<file path="src/rtl/rf_wb_arbiter.sv">
// Shares the register-file write port between the ALU (A) and load/store unit (B) writeback paths.
// Define RF_WB_FIXED_PRI_EN to give B fixed priority instead of round-robin arbitration.
module rf_wb_arbiter #(
   parameter int ADW = 5,
   parameter int DPW = 32
) (
   input  logic           clk,
   input  logic           arst_n,
   input  logic           a_valid,
   output logic           a_ready,
   input  logic [ADW-1:0] a_addr,
   input  logic [DPW-1:0] a_data,
   input  logic           b_valid,
   output logic           b_ready,
   input  logic [ADW-1:0] b_addr,
   input  logic [DPW-1:0] b_data,
   input  logic [ADW-1:0] rs_1,
   input  logic [ADW-1:0] rs_2,
   output logic           haz_1,
   output logic           haz_2,
   output logic [ADW-1:0] addr_3,
   output logic           we_3,
   output logic [DPW-1:0] wd_3
);

   logic           slot_a_vld;
   logic [ADW-1:0] slot_a_addr;
   logic [DPW-1:0] slot_a_data;
   logic           slot_b_vld;
   logic [ADW-1:0] slot_b_addr;
   logic [DPW-1:0] slot_b_data;
   logic           grant_a;
   logic           grant_b;

`ifdef RF_WB_FIXED_PRI_EN
   // Loads always win a contested cycle; the ALU may starve under continuous load traffic.
   always_comb begin
      grant_b = slot_b_vld;
      grant_a = slot_a_vld && !slot_b_vld;
   end
`else
   logic rr;
   logic both;

   always_comb begin
      both    = slot_a_vld && slot_b_vld;
      grant_a = slot_a_vld && (!slot_b_vld || !rr);
      grant_b = slot_b_vld && (!slot_a_vld || rr);
   end

   // After a contested grant the pointer moves to the loser.
   always_ff @(posedge clk or negedge arst_n) begin
      if (!arst_n)
         rr <= 1'b0;
      else if (both)
         rr <= grant_a;
   end
`endif

   assign a_ready = !slot_a_vld || grant_a;
   assign b_ready = !slot_b_vld || grant_b;

   always_ff @(posedge clk or negedge arst_n) begin
      if (!arst_n) begin
         slot_a_vld  <= 1'b0;
         slot_a_addr <= '0;
         slot_a_data <= '0;
      end else if (a_valid && a_ready) begin
         slot_a_vld  <= 1'b1;
         slot_a_addr <= a_addr;
         slot_a_data <= a_data;
      end else if (grant_a) begin
         slot_a_vld  <= 1'b0;
      end
   end

   always_ff @(posedge clk or negedge arst_n) begin
      if (!arst_n) begin
         slot_b_vld  <= 1'b0;
         slot_b_addr <= '0;
         slot_b_data <= '0;
      end else if (b_valid && b_ready) begin
         slot_b_vld  <= 1'b1;
         slot_b_addr <= b_addr;
         slot_b_data <= b_data;
      end else if (grant_b) begin
         slot_b_vld  <= 1'b0;
      end
   end

   // x0 writes still drain and update addr/data, but never raise the write enable.
   always_ff @(posedge clk or negedge arst_n) begin
      if (!arst_n) begin
         we_3   <= 1'b0;
         addr_3 <= '0;
         wd_3   <= '0;
      end else if (grant_a) begin
         we_3   <= (slot_a_addr != '0);
         addr_3 <= slot_a_addr;
         wd_3   <= slot_a_data;
      end else if (grant_b) begin
         we_3   <= (slot_b_addr != '0);
         addr_3 <= slot_b_addr;
         wd_3   <= slot_b_data;
      end else begin
         we_3   <= 1'b0;
      end
   end

   function automatic logic pending(input logic [ADW-1:0] rs);
      return (rs != '0) &&
             ((slot_a_vld && (slot_a_addr == rs)) ||
              (slot_b_vld && (slot_b_addr == rs)) ||
              (we_3 && (addr_3 == rs)));
   endfunction

   always_comb begin
      haz_1 = pending(rs_1);
      haz_2 = pending(rs_2);
   end

endmodule
</file>
<file path="config.mk">
export PLATFORM = sky130hd
export DESIGN_NAME = rf_wb_arbiter
export DESIGN_NICKNAME = d
export VERILOG_FILES = /design/src/rtl/rf_wb_arbiter.sv
export SDC_FILE = /design/constraint.sdc
export NUM_CORES = 1
export LEC_CHECK = 0
export ABC_AREA = 0
export BUFFER_PORTS_ARGS = -buffer_cell sky130_fd_sc_hd__buf_2
export CELL_PAD_IN_SITES_DETAIL_PLACEMENT = 1
export CELL_PAD_IN_SITES_GLOBAL_PLACEMENT = 2
export CORE_MARGIN = 2
export CORE_UTILIZATION = 37
export CTS_CLUSTER_DIAMETER = 120
export DETAILED_ROUTE_END_ITERATION = 8
export HOLD_SLACK_MARGIN = 0.06
export PLACE_DENSITY_LB_ADDON = 0.1
export SLEW_MARGIN = 15
export SYNTH_ARGS = -nofsm -noshare
export SYNTH_HDL_FRONTEND = slang
export SYNTH_SLANG_ARGS = --single-unit
</file>
<file path="constraint.sdc">
create_clock -name clk -period 2.9 [get_ports clk]
set_input_delay 0.145 -clock clk [delete_from_list [all_inputs] [get_ports clk]]
set_output_delay 0.145 -clock clk [all_outputs]
set_load 0.05 [all_outputs]
</file>
; Word-level counts from Yosys, hierarchy flattened
; Cells that the tools add are included.
[word_totals]
reg_bits = 115
input_bits = 88
elab_cells = 57
out_inout_bits = 42
[classes]
muxes = 10
reduce_logical = 31
eq_ne = 6
[op_table]
columns = cell, n
row1 = 2-to-1 mux 32 bit, 2
row2 = == test 5 bit, 6
row3 = nonzero test 5 bit, 4
row4 = logical AND 1 bit, 13
row5 = 2-to-1 mux 5 bit, 2
row6 = logical OR 1 bit, 8
row7 = 2-to-1 mux 1 bit, 6
row8 = nonzero test 2 bit, 3
row9 = logical NOT 1 bit, 3

; Longest topological paths before layout
[logic_depth]
depth_word = 6
depth_mapped = 7
mapped_depth_nobuf = 4

; Worst setup path before layout
; No wires, ideal clock.
[synth_timing]
path_kind = reg-to-output
startpoint = reg addr_3[2]
endpoint = out haz_2
n_path_buf = 0
slack_ps = 816
arrival_ps = 1939
stages_incl_launch_ff = 5
path_cell_list = dfrtp_1 -> xor2_1 -> nor4_1 -> a32oi_1 -> a21oi_1
[synth_between]
elab_chain_len = 4
[synth_lines]
columns = item, line
row1 = start: declaration, 21  ; output logic [ADW-1:0] addr_3,
row2 = start signal: assignment, 99  ; addr_3 <= slot_a_addr;
row3 = start signal: assignment, 103  ; addr_3 <= slot_b_addr;
row4 = == test 5 bit, 114  ; (we_3 && (addr_3 == rs)));
row5 = logical AND 1 bit, 114
row6 = logical OR 1 bit, 113  ; (slot_b_vld && (slot_b_addr == rs)) ||
row7 = logical AND 1 bit, 111  ; return (rs != '0) &&
row8 = end: declaration, 20  ; output logic haz_2,
; No other way between the ends.

; Final worst setup path
[layout_timing]
startpoint = reg slot_b_vld
endpoint = out haz_2
[layout_between]
elab_chain_len = 4
[layout_lines]
columns = item, line
row1 = start: declaration, 29  ; logic slot_b_vld;
row2 = start signal: assignment, 79  ; slot_b_vld <= 1'b0;
row3 = start signal: assignment, 83  ; slot_b_vld <= 1'b1;
row4 = start signal: assignment, 87  ; slot_b_vld <= 1'b0;
row5 = logical AND 1 bit, 113
row6 = logical OR 1 bit, 112  ; ((slot_a_vld && (slot_a_addr == rs)) ||
row7 = logical OR 1 bit, 113
row8 = logical AND 1 bit, 111
; No other way between the ends.

==> results.json <==
{
  "synth_common_cells": "dfrtp_1 (115), nor2_1 (77), mux2_2 (70)",
  "ys_seq_elements": 115,
  "ys_seq_area_share_pct": 54.6,
  "cts-root-buf": "clkbuf_16",
  "crit_path_end_kind": "output pin",
  "clockBufferDepth": 2,
  "rows": 43,
  "crit_arrival_ps": 2100,
  "synth_cell_type_count": 25,
  "ys_warn_count": 0,
  "post_cts_resized": 0,
  "final_antenna_net_count": 0,
  "synth_compound_area_share_pct": 5.15,
  "combPwrFrac_pct": 39.1,
  "cp.required_ps": 2760,
  "insertion_delay_ps": 410,
  "synth_fa_ha_area_share_pct": 0,
  "first_pass_iters": 6,
  "cts_tree": "built",
  "peakVddDrop_mv": 0.631,
  "dp_hpwl_microns": 9160,
  "die-area_sq_um": 15200,
  "drtIter0Drc": 133,
  "syn_inst": 427,
  "max_slew_margin_pct": 41.4,
  "synth_top_area_cell": "dfrtp_1",
  "synth_fp_nets": 515,
  "synth_most_common_cell": "dfrtp_1",
  "fmax_mhz": 445,
  "die_y_microns": 123,
  "start_util_pct": 38.0,
  "slowest_delay_ps": 750,
  "antennaDiodeCount": 0,
  "fin_util_pct": 53.1,
  "grt_max_degree": 39,
  "cts.sinks": 115,
  "antenna_found_initial": 0,
  "cts_made_buffers": 17,
  "synth_top_area_share_pct": 54.6,
  "hp-class": "primary input to async pin",
  "p_int_mw": 4.41,
  "grt_usage_pct": 20.6,
  "drt-vias-per-instance": 5.01,
  "finClkSkew_ps": 7.87,
  "switching_power_mw": 3.04,
  "seqPwrFrac_pct": 35.5,
  "regToRegSetupSlack_ps": 690,
  "io_buffers": 129,
  "syn2layout_area_growth_pct": 39.8,
  "setup_violations": 0,
  "yosys-top-cells-area": "dfrtp_1 (55%), mux2_2 (15%), mux2_1 (8.8%)",
  "rsz0062_at_grt": "no",
  "status": "completed",
  "synth_top_family_by_area": "multiplexers",
  "critical_path_class": "register to output pin",
  "critPathSlowestCell": "dfrtp_2",
  "grt_pass1_wl_microns": 23500,
  "cellPowerDensity_nw_per_um2": 1010,
  "min_period_over_period_pct": 77.5,
  "cp-start-kind": "register",
  "drive_gt1_share_pct": 36.8,
  "synth_xor_xnor_area_share_pct": 4.98,
  "maxSlewViolCount": 0,
  "cts-hold-fix-buffers": 77,
  "htreeDepth": 4,
  "io_pins": 130,
  "vias": 4142,
  "cp_cell_sequence": "buf_4 -> a32oi_1 -> a21oi_1 -> buf_2",
  "hold_viol_final": 0,
  "clk_pin_slew_ps": 50,
  "async_flop_share_pct": 100,
  "cts_setup_buffers": 0,
  "final.setup.tns_ps": 0,
  "core_area_sq_um": 13900,
  "synthSimpleGateAreaFrac_pct": 8.61,
  "worstMarginPinSlew_ps": 876,
  "max_cap_violations": 0,
  "grt-ovfl-total": 0,
  "syn_avg_cell_area_sq_um": 12.3,
  "synth_edf_count": 0,
  "path_buf_inv": 2,
  "period_needed_ps": 2250,
  "crit_family": "flip-flops",
  "grt_pass1_vias": 4518,
  "nets": 723,
  "muxShareOfSynthArea_pct": 23.7,
  "p_leak_nw": 3.27,
  "dieWidth_microns": 123,
  "synthFlopType": "dfrtp_1",
  "p_sw_share_pct": 40.9,
  "crit_fanout": 26,
  "wl_per_cell_microns": 17.4,
  "wirelength_microns": 14400,
  "gpl.final_weighted_congestion": 0.780,
  "netlist_area_sq_um": 5270,
  "drcViolationCount": 0,
  "pwr-share-clk_pct": 25.4
}
-- layer usage --
metal / GRT usage, % / wire (microns) / part of all wire (%) / up-vias
met5: 0 / 0 / 0 / -
li1: - / - / - / 1929
met4: 6.04 / 179 / 1.2 / 0
met3: 6.83 / 795 / 5.5 / 18
met1: 24.4 / 6070 / 42 / 2096
met2: 35.5 / 7350 / 51 / 99
-- final cells by class --
type,count,area [sq um]
fill,1483,6510
sequential,115,2880
multi-input combinational,287,2240
timing repair buffer,214,1490
clock buffer,25,475
tap,180,225
clock inverter,6,55.1
-- cells in the final DEF (no fill, tap or decap), drive strengths merged, types with 4 or more instances in the layout --
master and n:
or4 4, dlygate4sd3 77, nor2 77, clkinv 5, xnor2 6, clkbuf 25
nor4 6, o22ai 37, buf 137, mux2 111, dfrtp 115, nand2 7
xor2 24
-- worst register-to-register path, cell delays in order, from the launching register on --
cell     delay (ps)
dfrtp_2         750
nand3_1         260
nand2_2         460
buf_12          250
mux2_2          380
-- power by group through the flow --
stage | Combinational, mW | Sequential [mW] | Clock, mW
after global placement | 2.79 | 2.66 | 0
after global routing | 3.15 | 2.73 | 2.03
after detailed placement | 2.85 | 2.68 | 0
after floorplan | 1.28 | 3.44 | 0
final | 2.91 | 2.64 | 1.90
after CTS | 2.94 | 2.66 | 1.94
-- kinds of logic (layout without fill, tap and decap cells) --
family,Yosys count,count (layout)
AOI/OAI and AO/OA,43,43
xor gates and xnor gates,30,30
buffers and inverters,25,245
DFF,115,115
muxes,111,111
and+or+nand+nor,103,103
-- path summary, 6_finish.rpt --
check,from,endpoint,depth (start not counted)
worst min-delay path,arst_n,slot_a_data[8]$_DFFE_PN0P_,2
worst max-delay path,slot_b_vld$_DFFE_PN0P_,haz_2,4
max in group asynchronous,arst_n,wd_3[30]$_DFFE_PN0P_,3
worst max register to register,slot_b_vld$_DFFE_PN0P_,slot_a_data[29]$_DFFE_PN0P_,4
min in group clk,b_data[14],slot_b_data[14]$_DFFE_PN0P_,3
worst min register to register,slot_b_data[11]$_DFFE_PN0P_,slot_b_data[11]$_DFFE_PN0P_,1
-- registers in the layout, summed over array words and instances, names as in the netlist --
name and flops:
slot_b_vld 1, slot_a_data 32, addr_3 5, wd_3 32, slot_b_data 32, rr 1
slot_a_addr 5, slot_a_vld 1, we_3 1, slot_b_addr 5
-- through the flow --
step           cell area (sq um)  power, mW  hold slack [ps]  worst slack (ps)  cells
6_report                    7370       7.45              231               654    827
5_1_grt                     7370       7.90              265               519    827
4_1_cts                     7370       7.55              239               631    827
3_5_place_dp                6070       5.52              149               648    719
3_3_place_gp                6070       5.45              143               725    719
2_1_floorplan               5270       4.72             -151               816    427
No activity file was read; power rests on OpenSTA's default activity.
